$ cat config.mk
export PLATFORM = sky130hd
export DESIGN_NAME = line_option_gen_flat
export DESIGN_NICKNAME = d
export VERILOG_FILES = /design/src/rtl/nonogram_pkg.sv /design/src/rtl/line_option_gen_if.sv /design/src/rtl/line_option_gen.sv /design/src/flat_wrapper.sv
export SDC_FILE = /design/constraint.sdc
export NUM_CORES = 1
export LEC_CHECK = 0
export BUFFER_PORTS_ARGS = -buffer_cell sky130_fd_sc_hd__buf_2
export CORE_AREA = 8 8 162 225
export CTS_BUF_LIST = sky130_fd_sc_hd__clkbuf_2
export DETAILED_ROUTE_END_ITERATION = 10
export DIE_AREA = 0 0 170 233
export PLACE_DENSITY = 0.88
export SLEW_MARGIN = 20
export SYNTH_ARGS = -nofsm -noshare
export SYNTH_HDL_FRONTEND = slang
export SYNTH_SLANG_ARGS = --single-unit
export TNS_END_PERCENT = 20
$ cat constraint.sdc
create_clock -name clk_100mhz -period 9.24 [get_ports clk_100mhz]
set_clock_uncertainty 0.05 [all_clocks]
set_input_delay 2.31 -clock clk_100mhz [delete_from_list [all_inputs] [get_ports clk_100mhz]]
set_output_delay 2.31 -clock clk_100mhz [all_outputs]
set_load 0.005 [all_outputs]
$ cat src/rtl/nonogram_pkg.sv
// Shared types and helpers for the nonogram line-option generator and the solver.
package nonogram_pkg;

  localparam int MAX_LEN   = 32;
  localparam int MAX_CLUES = 16;
  localparam int WORD_W    = 13;
  localparam int CELL_W    = 12;

  localparam int LEN_W = $clog2(MAX_LEN + 1);    // cell count / clue value
  localparam int K_W   = $clog2(MAX_CLUES + 1);  // clue count
  localparam int CI_W  = $clog2(MAX_CLUES);      // clue register-file index
  localparam int SUM_W = LEN_W + CI_W;           // sum of all clues

  typedef enum logic [3:0] {
    S_IDLE,
    S_LOAD,
    S_CHECK,
    S_PACK,
    S_BUILD,
    S_EMIT_HDR,
    S_EMIT_CELLS,
    S_ADVANCE,
    S_REPACK,
    S_DONE
  } state_t;

  // Line parameters captured on an accepted start.
  typedef struct packed {
    logic [CELL_W-1:0] id;
    logic [LEN_W-1:0]  len;
    logic [CELL_W-1:0] base;
    logic [CELL_W-1:0] stride;
  } line_cfg_t;

  function automatic logic [WORD_W-1:0] mk_header(input logic [CELL_W-1:0] id);
    return {1'b0, id};
  endfunction

  function automatic logic [WORD_W-1:0] mk_cell(input logic v, input logic [CELL_W-1:0] idx);
    return {v, idx};
  endfunction

endpackage

$ cat src/rtl/line_option_gen_if.sv
// Clue input stream and option-word output stream of line_option_gen.
interface line_option_gen_if;
  import nonogram_pkg::*;

  logic              clue_valid;
  logic              clue_ready;
  logic [LEN_W-1:0]  clue;
  logic              clue_last;
  logic [WORD_W-1:0] out_word;
  logic              out_valid;
  logic              out_ready;

  // Feeder / consumer side.
  modport master (
    output clue_valid, clue, clue_last, out_ready,
    input  clue_ready, out_word, out_valid
  );

  // Generator side.
  modport slave (
    input  clue_valid, clue, clue_last, out_ready,
    output clue_ready, out_word, out_valid
  );

endinterface

$ cat src/rtl/line_option_gen.sv
// Enumerates every legal clue placement for one nonogram line and streams each
// as a header word followed by one {value, cell_index} word per cell.
module line_option_gen
  import nonogram_pkg::*;
(
  input  logic                clk_100mhz,
  input  logic                rst,
  input  logic                start,
  input  logic [CELL_W-1:0]   line_id,
  input  logic [LEN_W-1:0]    line_len,
  input  logic [CELL_W-1:0]   base,
  input  logic [CELL_W-1:0]   stride,
  line_option_gen_if.slave    bus,
  output logic                busy,
  output logic                done,
  output logic                infeasible,
  output logic [15:0]         option_count
);

  state_t            state;
  line_cfg_t         cfg;
  logic [LEN_W-1:0]  clue_mem  [MAX_CLUES];
  logic [LEN_W-1:0]  start_mem [MAX_CLUES];
  logic [K_W-1:0]    k_cnt;      // number of nonzero clues kept
  logic [K_W-1:0]    cnt;        // per-state clue index
  logic [SUM_W-1:0]  sum_q;
  logic              ovf;
  logic [MAX_LEN-1:0] bitmap;
  logic [MAX_LEN-1:0] cell_sr;   // bitmap shifted so bit 0 is the next cell
  logic [LEN_W-1:0]  c;
  logic [CELL_W-1:0] idx;

  logic [CI_W-1:0]   ci, ci_prv, ci_nxt;
  logic              at_last;
  logic [LEN_W-1:0]  chain_pos;
  logic [LEN_W:0]    blk_end;
  logic              movable;
  logic              too_long;
  logic [MAX_LEN-1:0] blk_mask;

  assign ci     = cnt[CI_W-1:0];
  assign ci_prv = ci - CI_W'(1);
  assign ci_nxt = ci + CI_W'(1);
  assign at_last = (cnt == k_cnt - K_W'(1));

  // Leftmost start of block ci given the previous block.
  assign chain_pos = start_mem[ci_prv] + clue_mem[ci_prv] + LEN_W'(1);

  // Block ci can slide right by one without hitting the line end or its successor.
  assign blk_end = (LEN_W+1)'(start_mem[ci]) + (LEN_W+1)'(clue_mem[ci]);
  assign movable = at_last ? (blk_end < (LEN_W+1)'(cfg.len))
                           : (blk_end + (LEN_W+1)'(1) < (LEN_W+1)'(start_mem[ci_nxt]));

  // sum + K - 1 > len, rearranged to avoid underflow.
  assign too_long = ((SUM_W+1)'(sum_q) + (SUM_W+1)'(k_cnt)) > ((SUM_W+1)'(cfg.len) + (SUM_W+1)'(1));

  // Filled cells of block ci; a full-width shift yields zero so width MAX_LEN works.
  assign blk_mask = (~({MAX_LEN{1'b1}} << clue_mem[ci])) << start_mem[ci];

  // Main control FSM with registered outputs.
  always_ff @(posedge clk_100mhz) begin
    if (rst) begin
      state          <= S_IDLE;
      cfg            <= '0;
      k_cnt          <= '0;
      cnt            <= '0;
      sum_q          <= '0;
      ovf            <= 1'b0;
      bitmap         <= '0;
      cell_sr        <= '0;
      c              <= '0;
      idx            <= '0;
      busy           <= 1'b0;
      done           <= 1'b0;
      infeasible     <= 1'b0;
      option_count   <= '0;
      bus.clue_ready <= 1'b0;
      bus.out_valid  <= 1'b0;
      bus.out_word   <= '0;
    end else begin
      done <= 1'b0;
      case (state)
        S_IDLE: begin
          if (start) begin
            cfg            <= '{id: line_id, len: line_len, base: base, stride: stride};
            k_cnt          <= '0;
            sum_q          <= '0;
            ovf            <= 1'b0;
            option_count   <= '0;
            infeasible     <= 1'b0;
            busy           <= 1'b1;
            bus.clue_ready <= 1'b1;
            state          <= S_LOAD;
          end
        end

        S_LOAD: begin
          if (bus.clue_valid && bus.clue_ready) begin
            if (bus.clue != '0) begin
              if (k_cnt == K_W'(MAX_CLUES)) begin
                ovf <= 1'b1;
              end else begin
                clue_mem[k_cnt[CI_W-1:0]] <= bus.clue;
                k_cnt <= k_cnt + K_W'(1);
                sum_q <= sum_q + SUM_W'(bus.clue);
              end
            end
            if (bus.clue_last) begin
              bus.clue_ready <= 1'b0;
              state          <= S_CHECK;
            end
          end
        end

        S_CHECK: begin
          bitmap <= '0;
          cnt    <= '0;
          if (ovf || (k_cnt != '0 && too_long)) begin
            infeasible <= 1'b1;
            done       <= 1'b1;
            state      <= S_DONE;
          end else if (k_cnt == '0) begin
            bus.out_valid <= 1'b1;
            bus.out_word  <= mk_header(cfg.id);
            state         <= S_EMIT_HDR;
          end else begin
            state <= S_PACK;
          end
        end

        S_PACK: begin
          start_mem[ci] <= (cnt == '0) ? '0 : chain_pos;
          if (at_last) begin
            cnt   <= '0;
            state <= S_BUILD;
          end else begin
            cnt <= cnt + K_W'(1);
          end
        end

        S_BUILD: begin
          bitmap <= bitmap | blk_mask;
          if (at_last) begin
            bus.out_valid <= 1'b1;
            bus.out_word  <= mk_header(cfg.id);
            state         <= S_EMIT_HDR;
          end else begin
            cnt <= cnt + K_W'(1);
          end
        end

        S_EMIT_HDR: begin
          if (bus.out_ready) begin
            c            <= '0;
            idx          <= cfg.base;
            bus.out_word <= mk_cell(bitmap[0], cfg.base);
            cell_sr      <= bitmap >> 1;
            state        <= S_EMIT_CELLS;
          end
        end

        S_EMIT_CELLS: begin
          if (bus.out_ready) begin
            if (c == cfg.len - LEN_W'(1)) begin
              bus.out_valid <= 1'b0;
              if (option_count != 16'hFFFF) option_count <= option_count + 16'd1;
              cnt   <= k_cnt - K_W'(1);
              state <= S_ADVANCE;
            end else begin
              c            <= c + LEN_W'(1);
              idx          <= idx + cfg.stride;
              bus.out_word <= mk_cell(cell_sr[0], idx + cfg.stride);
              cell_sr      <= cell_sr >> 1;
            end
          end
        end

        S_ADVANCE: begin
          if (k_cnt == '0) begin
            done  <= 1'b1;
            state <= S_DONE;
          end else if (movable) begin
            start_mem[ci] <= start_mem[ci] + LEN_W'(1);
            bitmap        <= '0;
            if (at_last) begin
              cnt   <= '0;
              state <= S_BUILD;
            end else begin
              cnt   <= cnt + K_W'(1);
              state <= S_REPACK;
            end
          end else if (cnt == '0) begin
            done  <= 1'b1;
            state <= S_DONE;
          end else begin
            cnt <= cnt - K_W'(1);
          end
        end

        S_REPACK: begin
          start_mem[ci] <= chain_pos;
          if (at_last) begin
            cnt   <= '0;
            state <= S_BUILD;
          end else begin
            cnt <= cnt + K_W'(1);
          end
        end

        S_DONE: begin
          busy  <= 1'b0;
          state <= S_IDLE;
        end

        default: state <= S_IDLE;
      endcase
    end
  end

endmodule

$ cat src/flat_wrapper.sv
// flat-port wrapper written by rule: the top's interface ports become plain ports
module line_option_gen_flat import nonogram_pkg::*;
  (clk_100mhz, rst, start, line_id, line_len, base, stride, busy, done, infeasible, option_count, bus_clue_valid, bus_clue, bus_clue_last, bus_out_ready, bus_clue_ready, bus_out_word, bus_out_valid);
  line_option_gen_if bus_i ();
  input  logic clk_100mhz;
  input  logic rst;
  input  logic start;
  input  logic [CELL_W-1:0] line_id;
  input  logic [LEN_W-1:0] line_len;
  input  logic [CELL_W-1:0] base;
  input  logic [CELL_W-1:0] stride;
  output logic busy;
  output logic done;
  output logic infeasible;
  output logic [15:0] option_count;
  input wire logic [$bits(bus_i.clue_valid)-1:0] bus_clue_valid;
  input wire logic [$bits(bus_i.clue)-1:0] bus_clue;
  input wire logic [$bits(bus_i.clue_last)-1:0] bus_clue_last;
  input wire logic [$bits(bus_i.out_ready)-1:0] bus_out_ready;
  output wire logic [$bits(bus_i.clue_ready)-1:0] bus_clue_ready;
  output wire logic [$bits(bus_i.out_word)-1:0] bus_out_word;
  output wire logic [$bits(bus_i.out_valid)-1:0] bus_out_valid;
  assign bus_i.clue_valid = bus_clue_valid;
  assign bus_i.clue = bus_clue;
  assign bus_i.clue_last = bus_clue_last;
  assign bus_i.out_ready = bus_out_ready;
  assign bus_clue_ready = bus_i.clue_ready;
  assign bus_out_word = bus_i.out_word;
  assign bus_out_valid = bus_i.out_valid;
  line_option_gen u_core (.clk_100mhz(clk_100mhz), .rst(rst), .start(start), .line_id(line_id), .line_len(line_len), .base(base), .stride(stride), .bus(bus_i), .busy(busy), .done(done), .infeasible(infeasible), .option_count(option_count));
endmodule
### After elaboration in Yosys (flattened, before gate mapping)

Memory sizes are Yosys's and may differ from the RTL's. A register that Yosys moved wholly into a read port is not among the register bits.
Cells that the tools add are included.

* register bits after elaboration: 183
* memory bits (writable): 192
* input port bits: 54
* output and inout port bits: 34
* logic and storage cells: 222
* memories kept: 2

Memories
* u_core.clue_mem: depth 16, bits a word 6, rd ports 2, clocked after Yosys merged registers in 1, write ports 1, RTL line line_option_gen.sv:22 `logic [LEN_W-1:0] clue_mem [MAX_CLUES];`
* u_core.start_mem: depth 16, bits a word 6, rd ports 3, clocked after Yosys merged registers in 1, write ports 1, RTL line line_option_gen.sv:23 `logic [LEN_W-1:0] start_mem [MAX_CLUES];`

* add/sub/neg operators: 18
* $lt $le $gt $ge: 3
* equal/unequal tests: 34
* shift operators: 2
* muxes and demuxes: 108
* bitwise gates (word level): 4
* reduce and logical (&&, ||, !) cells: 31

Operator list (number)
* $mux W32: 5
* $pmux W32 S3: 1
* $mux W13: 6
* $mux W4: 17
* $mux W16: 4
* $pmux W32 S2: 1
* $mux W5: 11
* $pmux W13 S4: 1
* $mux W10: 4
* $mux W12: 3
* $mux W6: 6
* $mux W1: 35
* $not A32 Y32: 1
* $or A32 B32 Y32: 1
* $pmux W16 S2: 1
* $pmux W4 S8: 1
* $shl A32 B6 Y32: 1
* $shl A32 B6 Y32 const A: 1
* $pmux W5 S5: 1
* $pmux W12 S2: 1
* $ne A2 B1 Y1 const B: 10
* $pmux W10 S2: 1
* $add A6 B1 Y6 const B: 3
* $ne A2 B2 Y1 const B: 9
* other kinds (48): 75

### Depth between registers and ports, before layout

* depth in word-level cells: 11
* depth in mapped cells: 25
* gate-level depth less buffers: 20

### Worst setup path before layout

OpenSTA, ideal clock, no wires.

* path kind: register to register
* start point: register u_core.cnt[0]
* end point: memory u_core.start_mem[0][3] in the netlist's numbering (data pin)
* setup time: 330 ps
* arrival time: 7008 ps
* path slack: 1852 ps
* cell stages (with the launch flop): 21
* path buffers: 8
* path through: dfxtp_1 -> buf_4 -> buf_1 -> buf_1 -> clkbuf_1 -> inv_1 -> ha_1 -> buf_2 -> buf_1 -> buf_1 -> mux4_2 -> mux4_2 -> inv_1 -> ha_1 -> a21o_1 -> a221oi_1 -> o311ai_2 -> a21oi_2 -> o21ai_0 -> clkbuf_1 -> o21ai_0

* word-level cells in the longest chain between the ends: 11

RTL lines
* start, declared: RTL line line_option_gen.sv:25 `logic [K_W-1:0] cnt;`
* start signal, assigned: RTL line line_option_gen.sv:137 `cnt <= cnt + K_W'(1);`
* start signal, assigned: RTL line line_option_gen.sv:148 `cnt <= cnt + K_W'(1);`
* start signal, assigned: RTL line line_option_gen.sv:167 `cnt <= k_cnt - K_W'(1);`
* branches (longest 10 deep; another with $mem_v2 Z16 W6)
* $mux W6 (no source line) (*)
* end, declared: RTL line line_option_gen.sv:23

Mark *: on every way between the ends.

==> results by group <==
Place
  • HPWL after DPL: ~43,000 um
  • Cell area after placement: between 20,000 and 25,000 um2
  • Total of buffers placed on input and output ports: 87
  • Final estimated routing congestion in global placement: 1.00

Setup path
  • Data required time at the worst endpoint: 9.81 ns
  • Ordered list of cells on the worst path: buf_4 -> mux4_2 -> a22o_1 -> a221oi_2 -> inv_2 -> ha_1 -> fa_1 -> a211oi_1 -> nor2_1 -> nor4b_1 -> nand2b_1 -> xnor2_1 -> ha_1 -> and3_1 -> a221oi_1 -> o311ai_2 -> a21oi_2 -> o21ai_0 -> buf_4 -> o31ai_1 -> nand2_1 -> nor3_1
  • Endpoint kind of the worst setup timing path: flip-flop
  • Stage delay of the slowest cell on the critical path: about 0.77 ns
  • Slowest stage cell, crit path: sky130_fd_sc_hd__dfxtp_1
  • Arrival time of data at the critical path endpoint: between 8 and 9 ns
  • Crit path buf inv count: 3
  • Startpoint Class: flip-flop
  • Largest delay contributor family on the critical path: compound AO/OA/AOI/OAI gates
  • Critical path fanouts, max: 18
  • Category of the most critical setup path: reg2reg

CTS
  • Total of hold buffers inserted after clock tree synthesis: 0
  • CTS Buffer Depth: 3
  • Sinks on the clock net: approximately 380
  • Setup bufs post-CTS: 0
  • Cts bufs inserted: between 80 and 90
  • Count of instances resized after the clock tree is built: 0
  • TritonCTS clock tree: built
  • Library cell used as clock root buffer: sky130_fd_sc_hd__clkbuf_2
  • Clock latency on the worst-skew pair: 1.05 ns
  • Clock slew at reported path FFs: 0.11 ns
  • H-tree depth reported by CTS: 3

Floorplanning
  • Die Wd: 170 um
  • Overall die height: approximately 230 um
  • Area enclosed by the die boundary: about 40,000 um2
  • # rows: ~80
  • Placeable core area: 33,000 um2
  • Starting Density: 0.642
  • Io pins: 88

Outcome
  • Outcome: finished clean

Global route
  • Vias in the first global route: 17.2k
  • All-layer global routing usage: 0.299
  • Largest net degree at the start of global routing: 77
  • Remaining global-route overflow: 0
  • Number of antenna violations at the first check in global routing: 2
  • Wire length of the first global-routing pass: a little over 90,000 um

STA
  • Number of pins with negative max-slew slack in the final report: 0
  • Final number of setup-violating endpoints: 0
  • Setup TNS: 0 ns
  • Final clock period utilization by the worst path: 0.891
  • Unrepaired setup endpoints after global routing: no
  • Min Clock Period, post-route: slightly above 8 ns
  • Hold slack final: between 0.3 and 0.4 ns
  • Fmax: approximately 120 MHz
  • Slew of the pin with the lowest slew margin: 1.03 ns
  • Slew Limit Headroom: 0.310
  • Number of failing hold endpoints at the final stage: 0

Power and ir drop
  • Total power density per cell area: about 220 nW/um2
  • Total power after layout: slightly below 5000 uW
  • VDD IR-drop max: between 0.0001 and 0.00015 V
  • LEAKAGE: roughly 0.0078 uW

Drt
  • Via count of the routed design: about 17k
  • First DRT Iteration DRCs: around 1.8k
  • Drt via density: between 6 and 7
  • Antenna violation net count after detailed routing: 0
  • Routed wirelength normalized by instance count: approximately 23 um
  • Number of design rule violations left after detail routing: 0
  • Total wire length after detailed routing: 58,900 um
  • Pre-Repair DR Iteration Count: 6

Logic synthesis
  • Synthesized-area fraction occupied by and/or/nand/nor cells: 0.133
  • Total nets after synthesis: about 2.1k
  • Compound-cell area share of the yosys netlist: 0.151
  • Proportion of synthesized flip-flops having asynchronous set or reset: 0
  • Combinational family with the most area after synthesis: compound AO/OA/AOI/OAI gates
  • Synth Flop Type: sky130_fd_sc_hd__edfxtp_1
  • Number of synthesized register bits: roughly 380
  • Multiplexer fraction of the synthesized cell area: 0.151
  • Yosys warns: 0
  • Mapped Avg Cell Area: approximately 11 um2
  • Combined area of all synthesized cells: 21,200 um2
  • Register area share after synthesis: 0.448
  • Post-Synth XOR/XNOR Area: 0.0348
  • Synth cell types: 86
  • Cell count after synthesis: between 1.5k and 2k
  • Post-synth EDFFs: approximately 190
  • Post-Synth Adder-Cell Area: 0.0437

Finish
  • Post-layout util: 0.688
  • P&R area growth vs syn: 7.10%
  • Fraction of layout instances using a drive strength above 1: 0.208
  • Number of fill cells: roughly 2.5k
  • Final non-filler cell area: roughly 23,000 um2
  • Commonest non-fill, non-tap cells in the layout: sky130_fd_sc_hd__nand2_1, sky130_fd_sc_hd__nor2_1, sky130_fd_sc_hd__edfxtp_1
  • # nets final: between 2k and 2.5k
  • Commonest non-fill, non-tap cell in the layout: sky130_fd_sc_hd__nand2_1

Hold path
  • Type of the tightest min-delay check: reg2reg

Flow run
  • Max capacitance violation total: 0
==> worst min-delay path: stages (launching register included) <==
cell	delay (ns)
sky130_fd_sc_hd__dfxtp_1	0.32
sky130_fd_sc_hd__nand2_1	0.05
sky130_fd_sc_hd__a311oi_1	0.07
==> power by group <==
part | switching (uW) | leakage (uW) | internal, uW | total (uW)
sequential | 133 | 0.00323 | 1900 | 2030
clock | 662 | 0.000579 | 407 | 1070
combinational | 1090 | 0.00401 | 758 | 1850
==> path summary, 6_finish.rpt <==
check	depth (start not counted)	to	slack, ns	start
hold / removal	2	u_core.cell_sr[0]	0.40	u_core.cell_sr[1]
hold reg to reg	2	u_core.cell_sr[0]	0.40	u_core.cell_sr[1]
setup reg to reg	22	u_core.start_mem[1][2]	1.01	flip-flop
setup / recovery	22	u_core.start_mem[1][2]	1.01	flip-flop
==> sequential cells by signal, summed over array words and instances, names as in the netlist, 4 cells and up, named ones only <==
signal / count
u_core.c: 6
u_core.clue_mem: 96
u_core.option_count: 16
u_core.cfg: 42
u_core.cnt: 5
u_core.sum_q: 10
u_core.k_cnt: 5
u_core.state: 4
u_core.bitmap: 32
u_core.start_mem: 96
u_core.bus.out_word: 13
u_core.cell_sr: 31
u_core.idx: 12
==> per-layer routing <==
layer,global-route usage,wire (um),vias up
li1,-,-,7647
met1,0.337,20800,8328
met2,0.507,29300,1068
met3,0.0650,4980,274
met4,0.196,3770,0
met5,0,0,-
==> cells by family (layout without fill, tap and decap cells) <==
family,count (synthesis),count (layout)
other cells,0,4
compound gates,454,454
mux,146,146
flops,378,378
fa+ha+maj,71,71
simple gates,642,642
xor+xnor,81,81
buf+inv,190,327
==> stage by stage <==
| stage | setup slack [ns] | std cells |
|---|---|---|
| 2_1_floorplan | 1.85 | 1962 |
| 3_3_place_gp | 1.56 | 2394 |
| 3_5_place_dp | 1.19 | 2394 |
| 4_1_cts | 1.14 | 2544 |
| 5_1_grt | 0.516 | 2548 |
| 6_report | 1.01 | 2548 |
==> cell type report <==
| cell class | count | area (um2) | area share |
|---|---|---|---|
| repair buffers | 116 | 656 | 0.0289 |
| flip-flops and latches | 378 | 9500 | 0.418 |
| inverters | 61 | 234 | 0.0103 |
| diodes | 4 | 10.0 | 0.000441 |
| clock inverters | 31 | 190 | 0.00838 |
| multi-input cells | 1394 | 11000 | 0.483 |
| well taps | 445 | 557 | 0.0245 |
| clock buffers | 119 | 596 | 0.0262 |
==> cell usage after synthesis, drive strengths merged (5+ instances only) <==
cell type	n	area share
and2	8	0.0024
or2	6	0.0018
mux4	138	0.15
inv	61	0.011
o211ai	10	0.0038
nor3b	8	0.0028
o21bai	8	0.0028
o31ai	14	0.0052
fa	5	0.0047
a211oi	28	0.010
a221oi	19	0.011
nand2	245	0.043
and3	10	0.0030
o21ai	53	0.013
dfxtp	186	0.18
o21a	7	0.0025
a31oi	25	0.0074
ha	66	0.039
a311oi	36	0.015
nor2	206	0.037
buf	41	0.012
o22ai	14	0.0041
nand3	60	0.014
a21oi	130	0.031
a222oi	8	0.0038
xnor2	47	0.019
xor2	32	0.013
a22o	11	0.0045
nor2b	12	0.0035
nand3b	6	0.0021
nor3	34	0.0080
edfxtp	192	0.27
nand4	9	0.0027
a22oi	21	0.0074
clkbuf	88	0.016
a221o	7	0.0033
nand2b	19	0.0056
or3	7	0.0021
a21o	18	0.0064
(Power assumes the default switching activity.)
